<file path="config.mk">
export PLATFORM = sky130hd
export DESIGN_NAME = mem_access_stage
export DESIGN_NICKNAME = d
export VERILOG_FILES = /design/src/rtl/mem_access_stage_pkg.sv /design/src/rtl/mem_access_stage_load_align.sv /design/src/rtl/mem_access_stage.sv
export SDC_FILE = /design/constraint.sdc
export NUM_CORES = 1
export LEC_CHECK = 0
export CORE_AREA = 5 5 122 124
export CTS_CLUSTER_DIAMETER = 40
export CTS_CLUSTER_SIZE = 16
export DETAILED_ROUTE_END_ITERATION = 7
export DIE_AREA = 0 0 127 129
export DONT_BUFFER_PORTS = 1
export SYNTH_ARGS = -nofsm -noshare
export SYNTH_HDL_FRONTEND = slang
export SYNTH_HIERARCHICAL = 1
export SYNTH_SLANG_ARGS = --single-unit
</file>
<file path="constraint.sdc">
create_clock -name clk -period 4.2 [get_ports clk]
set_input_delay 1.26 -clock clk [delete_from_list [all_inputs] [get_ports clk]]
set_output_delay 1.26 -clock clk [all_outputs]
set_load 0.01 [all_outputs]
</file>
<file path="src/rtl/mem_access_stage_pkg.sv">
// Shared pipeline definitions for the memory-access stage: funct3 size codes, FSM state, MEM/WB record.
// Latency: n/a (types and pure functions only).
// Backpressure: n/a.
package mem_access_stage_pkg;

  // Load/store size encodings carried in funct3
  localparam logic [2:0] F3_B  = 3'b000;
  localparam logic [2:0] F3_H  = 3'b001;
  localparam logic [2:0] F3_W  = 3'b010;
  localparam logic [2:0] F3_BU = 3'b100;
  localparam logic [2:0] F3_HU = 3'b101;

  typedef enum logic [1:0] {
    ST_IDLE     = 2'd0,
    ST_REQ      = 2'd1,
    ST_WAIT_RSP = 2'd2
  } mem_state_e;

  // Everything the WB stage sees, registered as one record
  typedef struct packed {
    logic        valid;
    logic        regwrite;
    logic        memtoreg;
    logic        jal;
    logic        jalr;
    logic [31:0] pc;
    logic [31:0] alu;
    logic [31:0] rdata;
    logic [4:0]  rd;
    logic        misalign;
    logic        buserr;
  } memwb_t;

  // Halfwords need bit0 clear, words (and unused size codes) need both low bits clear
  function automatic logic is_misaligned(input logic [2:0] f3, input logic [1:0] off);
    case (f3[1:0])
      2'b00:   return 1'b0;
      2'b01:   return off[0];
      default: return |off;
    endcase
  endfunction

  // Byte enables for the lanes touched by an access of this size at this offset
  function automatic logic [3:0] store_be(input logic [2:0] f3, input logic [1:0] off);
    case (f3[1:0])
      2'b00:   return 4'b0001 << off;
      2'b01:   return 4'b0011 << off;
      default: return 4'b1111;
    endcase
  endfunction

  // Replicate the store data across lanes so the memory picks it up under any byte enable
  function automatic logic [31:0] store_wdata(input logic [2:0] f3, input logic [31:0] d);
    case (f3[1:0])
      2'b00:   return {4{d[7:0]}};
      2'b01:   return {2{d[15:0]}};
      default: return d;
    endcase
  endfunction

endpackage

</file>
<file path="src/rtl/mem_access_stage_load_align.sv">
// Load aligner: shifts the addressed byte/half down to bit 0 and sign- or zero-extends it.
// Latency: combinational.
// Backpressure: none.
module load_align
  import mem_access_stage_pkg::*;
(
  input  logic [31:0] rdata_i,
  input  logic [1:0]  offset_i,
  input  logic [2:0]  funct3_i,
  output logic [31:0] data_o
);

  logic [31:0] shifted;

  assign shifted = rdata_i >> {offset_i, 3'b000};

  // Pick width and extension from the load size code
  always_comb begin
    data_o = shifted;
    case (funct3_i)
      F3_B:    data_o = {{24{shifted[7]}}, shifted[7:0]};
      F3_H:    data_o = {{16{shifted[15]}}, shifted[15:0]};
      F3_BU:   data_o = {24'd0, shifted[7:0]};
      F3_HU:   data_o = {16'd0, shifted[15:0]};
      default: data_o = shifted;
    endcase
  end

endmodule

</file>
<file path="src/rtl/mem_access_stage.sv">
// MEM pipeline stage: issues data-memory requests, aligns load data and registers the MEM/WB record.
// Latency: 1 cycle for non-memory ops; memory ops complete on the edge after gnt (store) / rvalid (load).
// Backpressure: stall_out freezes upstream while an access is outstanding; abandoned after MAX_WAIT cycles.
module mem_access_stage #(
  parameter int MAX_WAIT = 15
) (
  input  logic        clk,
  input  logic        rst_n,
  input  logic        in_valid,
  input  logic        Ctl_RegWrite_in,
  input  logic        Ctl_MemtoReg_in,
  input  logic        Ctl_MemRead_in,
  input  logic        Ctl_MemWrite_in,
  input  logic        jal_in,
  input  logic        jalr_in,
  input  logic [2:0]  funct3_in,
  input  logic [31:0] PC_in,
  input  logic [31:0] ALUresult_in,
  input  logic [31:0] WriteData_in,
  input  logic [4:0]  Rd_in,
  output logic        stall_out,
  output logic        dmem_req,
  output logic        dmem_we,
  input  logic        dmem_gnt,
  output logic [31:0] dmem_addr,
  output logic [31:0] dmem_wdata,
  output logic [3:0]  dmem_be,
  input  logic        dmem_rvalid,
  input  logic [31:0] dmem_rdata,
  output logic        wb_valid,
  output logic        Ctl_RegWrite_out,
  output logic        Ctl_MemtoReg_out,
  output logic        jal_out,
  output logic        jalr_out,
  output logic [31:0] PC_out,
  output logic [31:0] ALUresult_out,
  output logic [31:0] ReadData_out,
  output logic [4:0]  Rd_out,
  output logic        misalign_out,
  output logic        buserr_out
);
  import mem_access_stage_pkg::*;

  localparam int CW = (MAX_WAIT < 1) ? 1 : $clog2(MAX_WAIT + 1);
  localparam logic [CW-1:0] CNT_MAX = CW'(MAX_WAIT);

  mem_state_e    state_q, state_d;
  logic [CW-1:0] cnt_q, cnt_d;
  memwb_t        wb_q, wb_d;

  logic [1:0]  off;
  logic        is_mem, is_load, is_store, misaligned, mem_go, misal_now;
  logic        stall_raw, req_raw, timeout, done, capture;
  logic [31:0] load_data;

  assign off        = ALUresult_in[1:0];
  assign is_mem     = in_valid & (Ctl_MemRead_in | Ctl_MemWrite_in);
  assign is_load    = Ctl_MemRead_in;
  assign is_store   = Ctl_MemWrite_in & ~Ctl_MemRead_in;
  assign misaligned = is_misaligned(funct3_in, off);
  assign mem_go     = is_mem & ~misaligned;
  assign misal_now  = (state_q == ST_IDLE) & is_mem & misaligned;

  load_align u_load_align (
    .rdata_i  (dmem_rdata),
    .offset_i (off),
    .funct3_i (funct3_in),
    .data_o   (load_data)
  );

  // Request bus comes straight from the frozen EX/MEM register, so it stays stable until gnt
  assign dmem_req   = req_raw;
  assign dmem_we    = req_raw & is_store;
  assign dmem_be    = req_raw ? store_be(funct3_in, off) : 4'b0000;
  assign dmem_addr  = {ALUresult_in[31:2], 2'b00};
  assign dmem_wdata = store_wdata(funct3_in, WriteData_in);

  // Reset must release the pipeline even while a memory op sits on the inputs
  assign stall_out = stall_raw & rst_n;

  // FSM state and wait counter
  always_ff @(posedge clk or negedge rst_n) begin
    if (!rst_n) begin
      state_q <= ST_IDLE;
      cnt_q   <= '0;
    end else begin
      state_q <= state_d;
      cnt_q   <= cnt_d;
    end
  end

  // Next state, request/stall generation and timeout detection; timeout overrides any response
  always_comb begin
    state_d   = state_q;
    cnt_d     = cnt_q;
    stall_raw = 1'b0;
    req_raw   = 1'b0;
    timeout   = 1'b0;
    done      = 1'b0;
    unique case (state_q)
      ST_IDLE: begin
        if (mem_go) begin
          state_d   = ST_REQ;
          cnt_d     = '0;
          stall_raw = 1'b1;
        end
      end
      ST_REQ: begin
        if (cnt_q == CNT_MAX) begin
          timeout = 1'b1;
          state_d = ST_IDLE;
          cnt_d   = '0;
        end else begin
          req_raw   = 1'b1;
          stall_raw = 1'b1;
          cnt_d     = cnt_q + CW'(1);
          if (dmem_gnt) begin
            if (!is_load || dmem_rvalid) begin
              done      = 1'b1;
              stall_raw = 1'b0;
              state_d   = ST_IDLE;
              cnt_d     = '0;
            end else begin
              state_d = ST_WAIT_RSP;
            end
          end
        end
      end
      ST_WAIT_RSP: begin
        if (cnt_q == CNT_MAX) begin
          timeout = 1'b1;
          state_d = ST_IDLE;
          cnt_d   = '0;
        end else if (dmem_rvalid) begin
          done    = 1'b1;
          state_d = ST_IDLE;
          cnt_d   = '0;
        end else begin
          stall_raw = 1'b1;
          cnt_d     = cnt_q + CW'(1);
        end
      end
      default: begin
        state_d = ST_IDLE;
        cnt_d   = '0;
      end
    endcase
  end

  // The instruction retires to WB when it needs no memory, is rejected as misaligned, completes or times out
  assign capture = ((state_q == ST_IDLE) & in_valid & ~mem_go) | done | timeout;

  // Build the MEM/WB record; anything not retiring this cycle becomes an all-zero bubble
  always_comb begin
    wb_d = '0;
    if (capture) begin
      wb_d.valid    = 1'b1;
      wb_d.regwrite = Ctl_RegWrite_in & ~misal_now & ~timeout;
      wb_d.memtoreg = Ctl_MemtoReg_in;
      wb_d.jal      = jal_in;
      wb_d.jalr     = jalr_in;
      wb_d.pc       = PC_in;
      wb_d.alu      = ALUresult_in;
      wb_d.rd       = Rd_in;
      wb_d.rdata    = (done & is_load) ? load_data : 32'd0;
      wb_d.misalign = misal_now;
      wb_d.buserr   = timeout;
    end
  end

  // MEM/WB pipeline register
  always_ff @(posedge clk or negedge rst_n) begin
    if (!rst_n) begin
      wb_q <= '0;
    end else begin
      wb_q <= wb_d;
    end
  end

  assign wb_valid         = wb_q.valid;
  assign Ctl_RegWrite_out = wb_q.regwrite;
  assign Ctl_MemtoReg_out = wb_q.memtoreg;
  assign jal_out          = wb_q.jal;
  assign jalr_out         = wb_q.jalr;
  assign PC_out           = wb_q.pc;
  assign ALUresult_out    = wb_q.alu;
  assign ReadData_out     = wb_q.rdata;
  assign Rd_out           = wb_q.rd;
  assign misalign_out     = wb_q.misalign;
  assign buserr_out       = wb_q.buserr;

endmodule
</file>
* After elaboration in Yosys (flattened, before gate mapping)
Cells that the tools add are included.
** Storage, ports and cells
- Register bits :: 114
- Input port bits :: 147
- RAM bits :: 0
- Output and inout port bits :: 179
- Memories kept :: 0
- Latch bits :: 0
- Memory bits (read-only) :: 0
** Operators by class
- Add/subtract/negate cells :: 1
- Mux-type cells :: 38
- Magnitude comparators :: 0
- Equal/unequal tests :: 10
- Bitwise operators :: 20
- Shift operators :: 3
- Reduce and logical (&&, ||, !) cells :: 8
- Multipliers :: 0
- Divide/modulo/power cells :: 0
** Operators with widths (number)
- one-hot mux 32 bit (4 select lines) :: 1
- 2-to-1 mux 108 bit :: 1
- one-hot mux 32 bit (2 select lines) :: 1
- 2-to-1 mux 32 bit :: 1
- right shift 32 x 5 -> 32 bit :: 1
- 2-to-1 mux 4 bit :: 7
- 2-to-1 mux 1 bit :: 15
- AND 1 bit :: 12
- 2-to-1 mux 2 bit :: 6
- one-hot mux 4 bit (3 select lines) :: 1
- one-hot mux 4 bit (2 select lines) :: 1
- equality test 3 bit (second input constant) :: 2
- inequality test 3 bit (second input constant) :: 2
- one-hot mux 2 bit (3 select lines) :: 1
- inverter 1 bit :: 5
- adder 4 x 1 -> 4 bit (second input constant) :: 1
- equality test 2 x 1 -> 1 bit (second input constant) :: 2
- equality test 4 bit (second input constant) :: 1
- logical NOT 2 bit :: 2
- one-hot mux 1 bit (2 select lines) :: 2
- OR reduction 2 bit :: 2
- << shifter 1 x 2 -> 4 bit (first input constant) :: 1
- << shifter 2 x 2 -> 4 bit (first input constant) :: 1
- equality test 3 x 1 -> 1 bit (second input constant) :: 1
- 8 further kinds :: 10

* Logic depth before layout (Yosys ltp)
- Depth in word-level cells :: 9
- Mapped depth :: 8
- Mapped depth without buffers :: 6

* Cells and area by module
The synthesis kept the hierarchy.
** By module, submodules not included
- mem_access_stage :: times used 1, cells each 383, area each 4672.0 um2
- load_align :: times used 1, cells each 107, area each 694.4 um2

* Worst setup path after synthesis
Ideal clock, no wire load.
- Path type :: input to output
- From :: input port funct3_in[1]
- To :: output port stall_out
- Required time :: 2.940 ns
- Arrival time :: 2.235 ns
- Path buffers :: 1
- Slack :: 0.705 ns
- Stages on the path :: 4
- Cell sequence :: buf_4 > o21a_1 > o41a_1 > nor3b_1
** Between the ends
- Word-level cells in the longest chain between the ends :: 7
- Elaborated cells between the ends (all ways) :: 8
** Ends and longest elaborated chain
- start: declaration :: RTL line mem_access_stage.sv:16 : input logic [2:0] funct3_in,
- equality test 2 x 1 -> 1 bit or logical NOT 2 bit (tied branches) :: RTL line mem_access_stage_pkg.sv:36 : case (f3[1:0])
- one-hot mux 1 bit (2 select lines) (*) :: RTL line mem_access_stage_pkg.sv:36
- inverter 1 bit (*) :: RTL line mem_access_stage.sv:61 : assign mem_go = is_mem & ~misaligned;
- AND 1 bit (*) :: RTL line mem_access_stage.sv:61
- 2-to-1 mux 1 bit (*) :: RTL line mem_access_stage.sv:102 : if (mem_go) begin
- one-hot mux 1 bit (3 select lines) (*) :: RTL line mem_access_stage.sv:100 : unique case (state_q)
- AND 1 bit (*) :: RTL line mem_access_stage.sv:79 : assign stall_out = stall_raw & rst_n;
- end: declaration :: RTL line mem_access_stage.sv:21 : output logic stall_out,
Every way passes the cells marked *; elsewhere a longest branch is shown, timed or not.

* Worst setup path after layout
- From :: input port ALUresult_in[0]
- To :: output port stall_out
** Between the ends
- Word-level cells in the longest chain between the ends :: 7
** Ends and longest elaborated chain
- start: declaration :: RTL line mem_access_stage.sv:18 : input logic [31:0] ALUresult_in,
- OR reduction 2 bit :: RTL line mem_access_stage_pkg.sv:39 : default: return |off;
- one-hot mux 1 bit (2 select lines) (*) :: RTL line mem_access_stage_pkg.sv:36
- inverter 1 bit (*) :: RTL line mem_access_stage.sv:61
- AND 1 bit (*) :: RTL line mem_access_stage.sv:61
- 2-to-1 mux 1 bit (*) :: RTL line mem_access_stage.sv:102
- one-hot mux 1 bit (3 select lines) (*) :: RTL line mem_access_stage.sv:100
- AND 1 bit (*) :: RTL line mem_access_stage.sv:79
Marks and branches as above.

==> reports/metrics.yaml <==
status:
  status: "completed"
logic_synthesis:
  ys_seq_area_share_pct: 53.2
  synthFlopType: "dfrtp_1"
  synth-edff-count: 0
  syn_inst: 490
  ys_types: 42
  synth_seq_cells: 114
  syn-cell-area_mm2: 0.00537
  yosys_warnings: 6
  synthArstFlopShare_pct: 100
  syn_avg_cell_area_um2: 11.0
setup_path:
  cp_top_family: "simple AND/OR/NAND/NOR gates"
  cp.buffers_inverters: 0
  cp.arrival_ps: 2230
  critPathMaxFanout: 41
  max_stage_delay_ps: 410
  path_class: "input port to output port"
  crit_required_ps: 2940
  worst_setup_path_end_kind: "output port"
  reg2reg_slack_ps: 2130
  slowest_stage: "o41a_1"
  startpoint_type: "input port"
  crit_path_cell_trace: "and2_1, o41a_1, nor3b_1"
sta:
  period_minus_slack_ps: 3490
  min_period_over_period_pct: 83.2
  fmax_ghz: 0.286
  finalSetupTns_ps: 0
  tightest_slew_ps: 628
  maxSlewHeadroom_pct: 58.0
  finalSetupViolations: 0
  rsz0062_at_grt: "no"
  whs_ps: 515
  maxSlewViolCount: 0
  skew_ps: 7.75
  hold_viol: 0
die:
  coreArea_mm2: 0.0137
  chipHeight_um: 129
  core.rowCount: 43
  pin_count: 326
  die_width_um: 127
  die-area_mm2: 0.0164
  start_util_pct: 39.3
clock_tree:
  post_cts_buffers: 0
  root_buffer: "clkbuf_16"
  tritoncts: "done"
  h-tree-depth: 4
  cts_resized: 0
  cts.path.max_buffers: 2
  numClockSinks: 114
  cts_buffers: 17
  clk_pin_slew_ps: 50
  hold_buffers: 0
  insertion_delay_ps: 410
global_route:
  grt_pass1_wl_mm: 21.5
  antenna_found_initial: 3
  grt-ovfl-total: 0
  grt_max_degree: 116
  grt_pass1_vias: 3464
  gr-usage-all-layers_pct: 17.6
power_and_ir_drop:
  leakage_nw: 2.76
  powerDensity_mw_per_mm2: 659
  power_mw: 3.85
  irDropWorstVdd_v: 0.000234
placed_design:
  detailed_place_hpwl_mm: 11.6
  place_congestion: 0.805
  io_buffers: 0
run:
  max-cap-violations: 0
finish:
  drive_gt1_share_pct: 12.8
  area_growth_syn_to_layout_pct: 8.84
  fin_nets: 602
route:
  wl_per_cell_um: 23.0
  antenna_left: 0
  viasPerCell: 5.21
  drtPass1Iterations: 4
  wl_mm: 14.8
  vias: 3353
  drcViolationCount: 0
  first_iter_violations: 169
hold_path:
  hp-class: "flop to flop"
flip-flops by register name, indices dropped and copies added, names as in the netlist:
signal            cells
jal_out               1
wb_valid              1
ALUresult_out        32
jalr_out              1
cnt_q                 4
Ctl_MemtoReg_out      1
buserr_out            1
Ctl_RegWrite_out      1
misalign_out          1
state_q               2
PC_out               32
Rd_out                5
ReadData_out         32
final timing paths:
| path | cells after the start | end | start |
|---|---|---|---|
| min in group asynchronous | 0 | ALUresult_out[14] | rst_n |
| worst max register to register | 7 | ALUresult_out[25] | state_q[1] |
| max in group asynchronous | 0 | cnt_q[3] | rst_n |
| worst min register to register | 2 | cnt_q[1] | cnt_q[1] |
| worst max-delay path | 3 | stall_out | ALUresult_in[0] |
| worst min-delay path | 2 | cnt_q[1] | cnt_q[1] |
synth_stat cells (all sizes together), types with 11 or more instances:
cell type	count	area, um^2
dfrtp	114	2850
nor2b	82	513
buf	55	413
and2	33	206
nand2	32	120
mux2i	29	290
nor2	24	90.1
o21ai	22	118
mux2	17	191
a211oi	14	105
a21oi	11	55.1
report_power, final:
group	leakage, nW	internal, mW	total (mW)	switching (mW)
combinational	0.908	0.247	0.670	0.423
sequential	1.54	1.37	1.64	0.269
clock	0.304	1.05	1.54	0.489
per-stage QoR:
| stage | setup slack, ps | cell area, um^2 | utilization (%) | std cells |
|---|---|---|---|---|
| floorplan | 705 | 5370 | - | 491 |
| finish | 705 | 5840 | 42.7 | 644 |
| CTS | 687 | 5840 | 42.7 | 642 |
| detailed placement | 697 | 5190 | 38.0 | 610 |
| global route | 642 | 5840 | 42.7 | 644 |
| global placement | 701 | 5190 | 38.0 | 610 |
kinds of logic (layout without fill, tap and decap cells):
kind of cell	count (synthesis)	count (layout)	synth area share (%)
simple gates	187	187	19.4
flops	114	114	53.2
buf+inv	73	44	8.95
compound gates	63	63	8.02
mux	46	46	8.98
fa+ha+maj	6	6	1.40
other cells	1	4	0.0699
worst register-to-register path: cells and delay by family (launching register included):
kind / cells / cell delay, ps
AND/OR/NAND/NOR: 1 / 160
buffers and inverters: 2 / 400
flip-flops: 1 / 370
AO/OA/AOI/OAI: 3 / 760
adder cells (fa/ha/maj): 1 / 260
cells in the final DEF (no fill, tap or decap), types with 5 or more instances in the layout:
cell type,n
nor2_1,24
mux2i_1,29
ha_1,6
o21ai_0,19
bufinv_16,5
nand2_1,32
a211oi_1,14
dfrtp_1,114
mux2_2,17
inv_1,9
a21oi_1,11
and2_1,33
nor2b_1,82
clkbuf_16,17
final cells by class:
type	count	area (um^2)
tap	180	225
clock inverter	13	209
clock buffer	19	433
sequential	114	2850
antenna	2	5.00
inverter	9	33.8
timing repair buffer	3	35.0
fill	1315	7830
multi-input combinational	304	2050
metal layers:
layer	share of wire [%]	track usage [%]	wire length [um]	vias to the layer above
li1	-	-	-	1498
met1	34	18.2	5010	1583
met2	51	30.1	7610	247
met3	12	8.68	1800	25
met4	2.6	8.14	380	0
met5	0	0	0	-
Power figures use the tool's default switching activity.
